File: config.mk
export PLATFORM = sky130hd
export DESIGN_NAME = change_dispenser
export DESIGN_NICKNAME = d
export VERILOG_FILES = /design/src/rtl/coin_pkg.sv /design/src/rtl/coin_take_calc.sv /design/src/rtl/change_dispenser.sv
export SDC_FILE = /design/constraint.sdc
export NUM_CORES = 1
export LEC_CHECK = 0
export BUFFER_PORTS_ARGS = -buffer_cell sky130_fd_sc_hd__buf_2
export CORE_MARGIN = 3
export CORE_UTILIZATION = 39
export DETAILED_ROUTE_END_ITERATION = 6
export PLACE_DENSITY = 0.59
export SLEW_MARGIN = 15
export SYNTH_ARGS = -nofsm -noshare
export SYNTH_HDL_FRONTEND = slang
export SYNTH_HIERARCHICAL = 1
export SYNTH_SLANG_ARGS = --single-unit
File: constraint.sdc
create_clock -name clk -period 20.4 [get_ports clk]
set_input_delay 3.06 -clock clk [delete_from_list [all_inputs] [get_ports clk]]
set_output_delay 3.06 -clock clk [all_outputs]
set_load 0.005 [all_outputs]
File: src/rtl/coin_pkg.sv
// Shared coin definitions for the vending coin interface: one-hot coin codes,
// denomination values in nickels and the payout state encoding.
package coin_pkg;

    localparam int unsigned NUM_DENOM = 5;

    localparam logic [4:0] NICKEL  = 5'b00001;
    localparam logic [4:0] DIME    = 5'b00010;
    localparam logic [4:0] QUARTER = 5'b00100;
    localparam logic [4:0] HALFD   = 5'b01000;
    localparam logic [4:0] FULLD   = 5'b10000;

    typedef enum logic [1:0] {IDLE, PLAN, DISPENSE, DONE} state_t;

    function automatic logic [4:0] denom_val(input logic [2:0] d);
        case (d)
            3'd4:    return 5'd20;
            3'd3:    return 5'd10;
            3'd2:    return 5'd5;
            3'd1:    return 5'd2;
            default: return 5'd1;
        endcase
    endfunction

    function automatic logic [4:0] idx_onehot(input logic [2:0] d);
        case (d)
            3'd4:    return FULLD;
            3'd3:    return HALFD;
            3'd2:    return QUARTER;
            3'd1:    return DIME;
            default: return NICKEL;
        endcase
    endfunction

    // Index of the highest set bit; 0 when nothing is set.
    function automatic logic [2:0] top_idx(input logic [4:0] nz);
        logic [2:0] idx;
        idx = 3'd0;
        for (int i = 0; i < NUM_DENOM; i++) begin
            if (nz[i]) idx = 3'(i);
        end
        return idx;
    endfunction

endpackage

File: src/rtl/coin_take_calc.sv
// One greedy planning step: how many coins of one denomination to take from the
// remaining amount, bounded by inventory, and what is left afterwards.
module coin_take_calc #(
    parameter int unsigned AMT_W = 6,
    parameter int unsigned INV_W = 6,
    parameter int unsigned VAL_W = 5
) (
    input  logic [AMT_W-1:0] rem,
    input  logic [VAL_W-1:0] val,
    input  logic [INV_W-1:0] inv,
    output logic [INV_W-1:0] take,
    output logic [AMT_W-1:0] new_rem
);

    localparam int unsigned W = AMT_W + INV_W;

    logic [W-1:0] quot;
    logic [W-1:0] paid;

    always_comb begin
        quot    = W'(rem) / W'(val);
        take    = (quot < W'(inv)) ? INV_W'(quot) : inv;
        paid    = W'(take) * W'(val);
        new_rem = AMT_W'(W'(rem) - paid);
    end

endmodule

File: src/rtl/change_dispenser.sv
// Change payout: plans a greedy coin breakdown against local inventory, then
// emits coins one at a time, or refuses the whole request if it cannot pay exactly.
module change_dispenser import coin_pkg::*; #(
    parameter int unsigned AMT_W = 6,
    parameter int unsigned INV_W = 6
) (
    input  logic             clk,
    input  logic             reset,
    input  logic             req_valid,
    output logic             req_ready,
    input  logic [AMT_W-1:0] req_amount,
    input  logic             load_en,
    input  logic [4:0]       load_sel,
    input  logic [INV_W-1:0] load_count,
    output logic [4:0]       coin_out,
    output logic             coin_valid,
    input  logic             coin_ready,
    output logic             done,
    output logic             short,
    output logic [AMT_W-1:0] short_amount,
    output logic [4:0]       inv_avail
);

    state_t           state;
    logic [2:0]       d;
    logic [2:0]       cur;
    logic [AMT_W-1:0] rem;
    logic [INV_W-1:0] inv  [NUM_DENOM];
    logic [INV_W-1:0] plan [NUM_DENOM];

    logic [INV_W-1:0] take;
    logic [AMT_W-1:0] new_rem;
    logic [4:0]       nz;
    logic [4:0]       nz_plan;
    logic [4:0]       nz_next;

    coin_take_calc #(
        .AMT_W (AMT_W),
        .INV_W (INV_W),
        .VAL_W (5)
    ) u_take_calc (
        .rem     (rem),
        .val     (denom_val(d)),
        .inv     (inv[d]),
        .take    (take),
        .new_rem (new_rem)
    );

    always_comb begin
        nz        = '0;
        inv_avail = '0;
        for (int i = 0; i < NUM_DENOM; i++) begin
            nz[i]        = (plan[i] != '0);
            inv_avail[i] = (inv[i] != '0);
        end
        // plan[0] is being written on the last planning cycle, so use its new value.
        nz_plan   = {nz[4:1], (take != '0)};
        nz_next   = (plan[cur] == INV_W'(1)) ? (nz & ~coin_out) : nz;
        req_ready = (state == IDLE);
    end

    always_ff @(posedge clk) begin
        if (reset) begin
            state        <= IDLE;
            d            <= 3'd0;
            cur          <= 3'd0;
            rem          <= '0;
            coin_out     <= '0;
            coin_valid   <= 1'b0;
            done         <= 1'b0;
            short        <= 1'b0;
            short_amount <= '0;
            for (int i = 0; i < NUM_DENOM; i++) begin
                inv[i]  <= '0;
                plan[i] <= '0;
            end
        end else begin
            done <= 1'b0;
            unique case (state)
                IDLE: begin
                    short        <= 1'b0;
                    short_amount <= '0;
                    if (load_en) begin
                        for (int i = 0; i < NUM_DENOM; i++) begin
                            if (load_sel[i]) inv[i] <= load_count;
                        end
                    end
                    if (req_valid) begin
                        rem   <= req_amount;
                        d     <= 3'd4;
                        state <= PLAN;
                        for (int i = 0; i < NUM_DENOM; i++) plan[i] <= '0;
                    end
                end
                PLAN: begin
                    plan[d] <= take;
                    rem     <= new_rem;
                    if (d != 3'd0) begin
                        d <= d - 3'd1;
                    end else if (new_rem != '0) begin
                        state        <= DONE;
                        done         <= 1'b1;
                        short        <= 1'b1;
                        short_amount <= new_rem;
                    end else if (nz_plan == '0) begin
                        state <= DONE;
                        done  <= 1'b1;
                    end else begin
                        state      <= DISPENSE;
                        coin_valid <= 1'b1;
                        cur        <= top_idx(nz_plan);
                        coin_out   <= idx_onehot(top_idx(nz_plan));
                    end
                end
                DISPENSE: begin
                    if (coin_ready) begin
                        plan[cur] <= plan[cur] - INV_W'(1);
                        inv[cur]  <= inv[cur] - INV_W'(1);
                        if (nz_next == '0) begin
                            state      <= DONE;
                            done       <= 1'b1;
                            coin_valid <= 1'b0;
                            coin_out   <= '0;
                        end else begin
                            cur      <= top_idx(nz_next);
                            coin_out <= idx_onehot(top_idx(nz_next));
                        end
                    end
                end
                DONE: begin
                    state        <= IDLE;
                    short        <= 1'b0;
                    short_amount <= '0;
                end
                default: state <= IDLE;
            endcase
        end
    end

endmodule
# == Word level (Yosys, flattened, before mapping) ==
# Memory sizes are Yosys's and may differ from the RTL's. A register that Yosys moved wholly into a read port is not among the register bits.
# Index checks and enable logic that the tools add are counted.
# op_classes
shift,0
multipliers,1
n_reduce_logical,30
n_lt_le_gt_ge,1
n_eq_ne,25
n_mux,122
addsub,4
div_mod_pow,1
bitwise_logic,12
# op_table
cell,n
$mux 6,17
$mux 3,26
$reduce_bool 6->1,12
$pmux 5 s4,3
$mux 1,57
$mux 5,6
$pmux 6 s2,2
$eq 3x2->1 const B,6
$ne 2x2->1 const B,9
$reduce_or 6->1,3
$div 6x5->12,1
$lt 12x6->1,1
$pmux 3 s2,2
$reduce_and 6->1,2
$sub 6x1->6 const B,2
$logic_not 5->1,2
$or 1x1->1,10
$pmux 5 s2,1
$eq 3x1->1 const B,3
$eq 3x3->1 const B,3
$mux 2,4
$pmux 2 s4,1
$eq 6x1->1 const B,1
$mul 6x5->6,1
15 further kinds,21
# totals
rom_bits,0
wordCells,207
memories,2
latchBits,0
register_bits,28
ramBits,60
out_inout_bits,20
input_bits,22
# memory_table
memory,depth,width,rd,rd_clocked_by_memory_dff,write_ports,line_no,rtl
inv,5,6,7,2,5,change_dispenser.sv:28,logic [INV_W-1:0] inv [NUM_DENOM];
plan,5,6,6,1,5,change_dispenser.sv:29,logic [INV_W-1:0] plan [NUM_DENOM];

# == Longest topological paths before layout ==
# Gate-level depths: netlist of run 1.
# depth
word_depth,18
mapped_depth,118
mapped_depth_nobuf,113

# == Hierarchy ==
# The synthesis of run 1 kept the hierarchy.
# modules_own_cells
module,instances,area_each_um2,seq_area_each_um2,cells_each
change_dispenser,1,6859.1,3563.4,573
coin_take_calc,1,3863.7,0.0,519

# == Worst setup path before layout of run 1 ==
# Ideal clock, no wire load.
# synth_path
path_type,register to register
from,register d[1]
to,register coin_out[2]
setup_time_ns,0.070
arrival_ns,21.100
t_required_ns,20.330
stages_incl_launch_ff,106
setup_slack_ns,-0.770
path_buffers,6
synth_period_minus_slack_ns,21.170
path_cell_list,dfxtp_1 > inv_1 > ha_1 > nor2_1 > nor3_1 > a21oi_1 > buf_2 > inv_1 > ha_1 > o21a_1 > o221a_1 > mux2_2 > ha_1 > nor4b_1 > a31oi_1 > nand2_1 > mux2_2 > ha_1 > [70 not listed] > nand2_1 > fa_1 > fa_1 > inv_1 > fa_1 > inv_1 > ha_1 > or3_1 > o21ai_0 > a31oi_1 > xnor3_1 > or4_1 > nor3_1 > o41ai_1 > o21ai_0 > nand3_1 > or3_1 > a21oi_1
# synth_via
elab_chain_len,10
word_cells_on_any_way,18
cone_classes,add/sub (1); mul (1); div (1); order compare (1); eq/ne (7); mux (2); reduce/logical (5)
# synth_rtl
item,line_no,rtl
from (decl),change_dispenser.sv:25,logic [2:0] d;
from (signal assigned),change_dispenser.sv:99,d <= d - 3'd1;
"$eq 3x1->1, or another cell as far along",coin_pkg.sv:16,case (d)
$pmux 5 s4 *,coin_pkg.sv:16,
$div 6x5->12 *,coin_take_calc.sv:21,quot = W'(rem) / W'(val);
$lt 12x6->1,coin_take_calc.sv:22,take = (quot < W'(inv)) ? INV_W'(quot) : inv;
$mux 6 *,coin_take_calc.sv:22,
net take[2],change_dispenser.sv:31,logic [INV_W-1:0] take;
$mul 6x5->6 *,coin_take_calc.sv:23,paid = W'(take) * W'(val);
$sub 6x6->6 *,coin_take_calc.sv:24,new_rem = AMT_W'(W'(rem) - paid);
net new_rem[5],change_dispenser.sv:32,logic [AMT_W-1:0] new_rem;
$reduce_bool 6->1 *,change_dispenser.sv:100,end else if (new_rem != '0) begin
$ne 2x2->1 (no line) *,-,
$reduce_and 5->1 (no line) *,-,
to (signal assigned),change_dispenser.sv:112,coin_out <= idx_onehot(top_idx(nz_plan));
to (signal assigned),change_dispenser.sv:126,coin_out <= idx_onehot(top_idx(nz_next));
to (decl),change_dispenser.sv:15,"output logic [4:0] coin_out,"
# The timed path passes the listed nets; every way through them passes the cells marked *.
# A chain may end at the register's enable or synchronous reset.

# == Worst setup path after layout of run 1 ==
# layout_path
from,register d[1]
to,register cur[2]
# layout_via
elab_chain_len,10
word_cells_on_any_way,18
cone_classes,add/sub (1); mul (1); div (1); order compare (1); eq/ne (7); mux (2); reduce/logical (5)
# layout_rtl
item,line_no,rtl
"$eq 3x1->1, or another cell as far along",coin_pkg.sv:16,
$pmux 5 s4 *,coin_pkg.sv:16,
$div 6x5->12 *,coin_take_calc.sv:21,
$lt 12x6->1,coin_take_calc.sv:22,
$mux 6 *,coin_take_calc.sv:22,
net take[2],change_dispenser.sv:31,
$mul 6x5->6 *,coin_take_calc.sv:23,
$sub 6x6->6 *,coin_take_calc.sv:24,
net new_rem[5],change_dispenser.sv:32,
$reduce_bool 6->1 *,change_dispenser.sv:100,
$ne 2x2->1 (no line) *,-,
$reduce_and 6->1 (no line) *,-,
to (signal assigned),change_dispenser.sv:111,cur <= top_idx(nz_plan);
to (signal assigned),change_dispenser.sv:125,cur <= top_idx(nz_next);
to (decl),change_dispenser.sv:26,logic [2:0] cur;
# Marks and branches as above.

==> impl_metrics.py, run 1 <==
metrics = {
    "critical_path": {
        "worstPathRequired_ns": 20.73,
        "critPathKind": "reg -> reg",
        "cp.arrival_ns": 20.03,
        "cp_slowest_cell": "fa_1",
        "slowest_delay_ns": 0.56,
        "end_kind": "flop",
        "worst-path-max-fanout": 5,
        "path_delay_family": "simple AND/OR/NAND/NOR gates",
        "cp.buffers_inverters": 9,
        "critPathLaunchType": "flop",
    },
    "detailed_routing": {
        "wl_um": 29700,
        "drc": 0,
        "first_iter_violations": 525,
        "drtPass1Iterations": 5,
        "via_per_inst": 5.69,
        "routed_wire_length_per_instance_um": 18.9,
        "drtAntennaViolNets": 0,
        "vias": 8939,
    },
    "placed_design": {
        "port_buffers": 41,
        "dpl_cell_area_mm2": 0.0118,
        "place_hpwl_um": 22700,
        "post-place-cells": 1509,
        "place_congestion": 0.892,
    },
    "logic_synthesis": {
        "netlist_area_mm2": 0.0107,
        "synth_edf_count": 96,
        "synth_common_cells": "142 x nor2_1, 96 x edfxtp_1, 76 x ha_1",
        "syn_inst": 1092,
        "yosys.area.top_type_share_pct": 26.9,
        "synth_largest_area_cell": "edfxtp_1",
        "avgSynthCellArea_um2": 9.82,
        "ys.flop_type": "edfxtp_1",
        "synth_seq_cells": 130,
        "ys.warnings.count": 6,
        "synth-async-reset-ratio_pct": 0,
        "seq_area_frac_synth_pct": 33.2,
        "ys_types": 103,
        "yosysMostFrequentCell": "nor2_1",
        "synthTopCellsByArea": "edfxtp_1 27%, ha_1 8.9%, mux4_2 7.4%, dfxtp_1 6.3%, mux2i_1 5.1%",
    },
    "timing": {
        "whs_ns": 0.498,
        "maxSlewViolCount": 0,
        "setup_viol": 0,
        "worstMarginPinSlew_ns": 1.08,
        "max_slew_margin_pct": 27.4,
        "fin_skew_ns": 0.0147,
        "hold_violations": 0,
        "setup_tns_ns": 0,
        "rsz0062_at_grt": "yes",
        "fmax_mhz": 50.8,
        "fin_crit_ns": 19.70,
        "timing.final.crit_share_pct": 96.6,
    },
    "clock_network": {
        "cts_tree": "built",
        "clk_latency_ns": 0.42,
        "cts_sinks": 130,
        "cts_buffers": 17,
        "htreeDepth": 4,
        "path_clk_slew_ns": 0.06,
        "clk_path_buf_depth": 2,
        "root_buffer": "clkbuf_16",
    },
    "final_layout": {
        "layout.cells.non_filler": 1572,
        "fin_area_mm2": 0.0132,
        "areaGrowthSynthToFinish_pct": 22.8,
        "diodes": 0,
        "final_nets": 1323,
        "drive_gt1_share_pct": 27.6,
    },
    "global_routing": {
        "overflow": 0,
        "grt_pass1_vias": 8630,
        "track_usage_pct": 19.6,
        "antenna_found_initial": 0,
        "grt_start_max_net_pins": 45,
        "grt_pass1_wl_um": 45500,
    },
    "die": {
        "ios": 42,
        "start_util_pct": 39.8,
        "dieArea_mm2": 0.0295,
        "die_y_um": 172,
        "rows": 60,
        "core_mm2": 0.0270,
        "die_w_um": 172,
    },
    "run_status": {
        "status": "finished, final reports clean",
    },
    "hold_path": {
        "hold_path.class": "reg -> reg",
    },
    "flow_run": {
        "maxCapViolCount": 0,
    },
}
-- final cells by class --
type	count	area, um2
fill	2467	13800
inverter	51	215
tap	341	427
sequential	130	3570
timing repair buffer	145	1010
clock buffer	19	443
clock inverter	13	163
multi-input combinational	873	7340
-- final timing paths --
check	cells after the start	start	slack (ns)	to
worst min register to register	2	coin_out[0]$_SDFFE_PP0P_	0.50	coin_out[0]$_SDFFE_PP0P_
worst max register to register	100	d[1]$_SDFFE_PP0P_	0.70	cur[2]$_SDFFE_PP0P_
worst min-delay path	2	coin_out[0]$_SDFFE_PP0P_	0.50	coin_out[0]$_SDFFE_PP0P_
worst max-delay path	100	d[1]$_SDFFE_PP0P_	0.70	cur[2]$_SDFFE_PP0P_
-- worst min-delay path, stage by stage (launching register included) --
cell      delay, ns
dfxtp_1        0.33
inv_1          0.07
a221oi_2       0.05
-- per-layer routing --
layer | share of wire [%] | wire length (um) | up-vias | track usage, %
met5 | 0 | 0 | - | 0
met4 | 1.5 | 444 | 0 | 5.83
met2 | 50 | 14800 | 208 | 33.6
met1 | 45 | 13400 | 4334 | 26.3
li1 | - | - | 4363 | -
met3 | 3.6 | 1080 | 34 | 2.00
-- through the flow --
stage	util, %	setup slack [ns]
after floorplan	-	0.0232
after global placement	43.7	-0.144
after detailed placement	43.7	-0.566
after CTS	46.3	0.00514
after global routing	48.9	-0.266
final	48.9	0.701
-- state kept, by name (all words and copies together) (netlist names), named ones only --
register and count:
coin_out 5, short_amount 6, short 1, coin_valid 1
inv 48, done 1, state 2, rem 6
d 3, plan 48, cur 3
-- kinds of logic after synthesis --
logic type | share of synthesized area [%]
AOI/OAI and AO/OA | 15.5
xor gates and xnor gates | 3.36
muxes | 15.1
buffers and inverters | 3.94
adders and majority gates | 10.3
other | 0.0350
DFF | 33.2
and+or+nand+nor | 18.6
-- placed cells by master, fill, tap and decap left out, drive strengths merged, types with 5 or more instances in the layout --
cell type / count
nand2: 75
a21oi: 42
a31oi: 13
xor2: 10
mux2i: 57
a21o: 11
nor2: 142
clkinv: 8
conb: 5
nor3b: 6
o31ai: 7
nor4: 13
mux4: 35
and2: 20
a22oi: 10
nand2b: 23
fa: 7
buf: 145
nor2b: 12
dfxtp: 34
nor3: 36
inv: 49
a211oi: 12
a211o: 9
clkbuf: 19
ha: 76
o21bai: 5
o211ai: 9
nand4: 6
mux2: 21
o21ai: 43
edfxtp: 96
nand3: 25
and3: 10
xnor2: 26
or3: 12
o21a: 24
-- repair_timing --
action | CTS | global route
hold buffers | 0 | 0
setup buffers | 4 | 26
gates cloned | 0 | 1
gates resized for setup | 14 | 100
pin swaps | 5 | 42
endpoints found under the setup margin | 21 | 22
Power of run 1 is not shown: default switching activity piles up to over one toggle a cycle in this logic, so the estimate is an artifact.
==> run 2, diff against run 1 <==
--- a/config.mk
+++ b/config.mk
@@ -9,7 +9,7 @@
 export CORE_MARGIN = 3
 export CORE_UTILIZATION = 39
 export DETAILED_ROUTE_END_ITERATION = 6
-export PLACE_DENSITY = 0.59
+export PLACE_DENSITY = 0.64
 export SLEW_MARGIN = 15
 export SYNTH_ARGS = -nofsm -noshare
 export SYNTH_HDL_FRONTEND = slang
==> run 2 against run 1 <==
Wire length increased by 0.22%; cell count up 0.95%; global-route usage fell by 0.19 points; maximum frequency fell by 2.4%; die area stayed put; clock skew is 0.0057 ns lower; core utilization increased by 0.57 points; critical path depth up 3; setup slack worse by 0.49 ns; sequential share of layout area shrank 0.31 points.
==> impl_metrics.py, run 2 (synthesized netlist as in run 1, its figures left out) <==
metrics = {
    "run_status": {
        "status": "finished, final reports clean",
    },
    "clock_network": {
        "cts_hold_buf": 0,
        "htreeDepth": 4,
        "cts_sinks": 130,
        "root_buffer": "clkbuf_16",
        "cts_buffers": 17,
        "cts_tree": "built",
        "clk_path_buf_depth": 2,
        "clk_latency_ns": 0.42,
        "path_clk_slew_ns": 0.06,
    },
    "placed_design": {
        "post-place-cells": 1503,
        "dpl_cell_area_mm2": 0.0117,
        "place_hpwl_um": 22100,
        "place_congestion": 0.919,
        "port_buffers": 41,
    },
    "timing": {
        "hold_violations": 0,
        "rsz0062_at_grt": "yes",
        "whs_ns": 0.492,
        "timing.final.crit_share_pct": 99.0,
        "setup_tns_ns": 0,
        "fin_skew_ns": 0.00897,
        "worstMarginPinSlew_ns": 1.17,
        "setup_viol": 0,
        "maxSlewViolCount": 0,
        "fmax_mhz": 49.5,
        "fin_crit_ns": 20.19,
        "max_slew_margin_pct": 21.6,
    },
    "critical_path": {
        "cp-endpoint": "coin_valid$_SDFFE_PP0P_",
        "r2r_cells": 103,
        "end_kind": "flop",
        "cp-startpoint": "d[1]$_SDFFE_PP0P_",
        "worst-path-max-fanout": 5,
        "crit_top_cell": "o21a_1",
        "timing.rr.start": "d[1]$_SDFFE_PP0P_",
        "reg2reg_slack_ns": 0.21,
        "cp_slowest_cell": "or4b_4",
        "critPathLaunchType": "flop",
        "critPathKind": "reg -> reg",
        "cp.arrival_ns": 20.51,
        "worstPathRequired_ns": 20.72,
        "r2r-end": "coin_valid$_SDFFE_PP0P_",
        "slowest_delay_ns": 0.57,
    },
    "die": {
        "ios": 42,
        "die_w_um": 172,
        "rows": 60,
        "core_mm2": 0.0270,
        "dieArea_mm2": 0.0295,
        "die_y_um": 172,
        "start_util_pct": 39.8,
    },
    "final_layout": {
        "areaGrowthSynthToFinish_pct": 24.2,
        "reg.largest.list": "inv (48), plan (48)",
        "fin_area_mm2": 0.0133,
        "drive_gt1_share_pct": 29.5,
        "nFillCells": 2441,
        "final_cell_mix": "133 x nor2_1, 114 x buf_4, 96 x edfxtp_1, 68 x nand2_1, 60 x ha_1",
        "final_common_cell": "nor2_1",
        "final_nets": 1338,
        "diodes": 0,
        "layout.cells.non_filler": 1587,
    },
    "detailed_routing": {
        "vias": 9130,
        "first_iter_violations": 549,
        "drtPass1Iterations": 5,
        "routed_wire_length_per_instance_um": 18.8,
        "via_per_inst": 5.75,
        "wl_um": 29800,
        "drtAntennaViolNets": 0,
        "drc": 0,
    },
    "hold_path": {
        "hold_start": "short$_SDFFE_PP0P_",
        "hold_path.class": "reg -> reg",
    },
    "global_routing": {
        "grt_start_max_net_pins": 45,
        "grt_pass1_vias": 8647,
        "overflow": 0,
        "antenna_found_initial": 0,
        "grt_pass1_wl_um": 45200,
        "track_usage_pct": 19.4,
    },
    "flow_run": {
        "maxCapViolCount": 0,
    },
}
==> run 2: routing by layer <==
layer / up-vias / global-route usage [%] / wire, um
met5: - / 0 / 0
met4: 0 / 6.04 / 746
met3: 52 / 2.18 / 1260
met2: 254 / 33.4 / 14800
met1: 4424 / 25.7 / 13000
li1: 4400 / - / -
==> run 2: area by class of cell <==
cell class / instances / area (um2) / share of cell area (%)
multi-input combinational: 873 / 7390 / 55.5
sequential: 130 / 3570 / 26.8
timing repair buffer: 160 / 1120 / 8.39
tap: 341 / 427 / 3.20
clock buffer: 17 / 425 / 3.19
inverter: 51 / 215 / 1.62
clock inverter: 15 / 171 / 1.29
==> run 2: worst min-delay path by stage <==
stage | slack, ns | cells after the start | endpoint
floorplan | 0.48 | 2 | coin_out[0]$_SDFFE_PP0P_
global placement | 0.47 | 2 | short$_SDFFE_PP0P_
detailed placement | 0.48 | 2 | short$_SDFFE_PP0P_
CTS | 0.49 | 2 | short$_SDFFE_PP0P_
global route | 0.52 | 2 | short_amount[0]$_SDFFE_PP0P_
finish | 0.49 | 2 | short$_SDFFE_PP0P_
==> run 2: metrics by stage <==
stage / setup slack [ns] / utilization [%]
6_report: 0.207 / 49.4
5_1_grt: -0.635 / 49.4
4_1_cts: 0.0608 / 46.2
3_5_place_dp: -0.910 / 43.6
3_3_place_gp: -0.405 / 43.6
2_1_floorplan: 0.0232 / -
==> run 2: worst max-delay path, delay by kind of cell (launching register included) <==
kind            cells  cell delay (ns)
mux                 5             1.31
simple gates       34             6.72
compound gates     39             6.35
buf+inv            10             0.96
flops               1             0.38
fa+ha+maj          14             3.96
xor+xnor            1             0.42
==> run 2: timing repair <==
item	4_1_cts	5_1_grt
setup buffers	6	45
pin swaps	9	77
gates resized for setup	19	111
setup endpoints to repair	21	22
cloned	0	1
Power of run 2 is left out for the same reason.
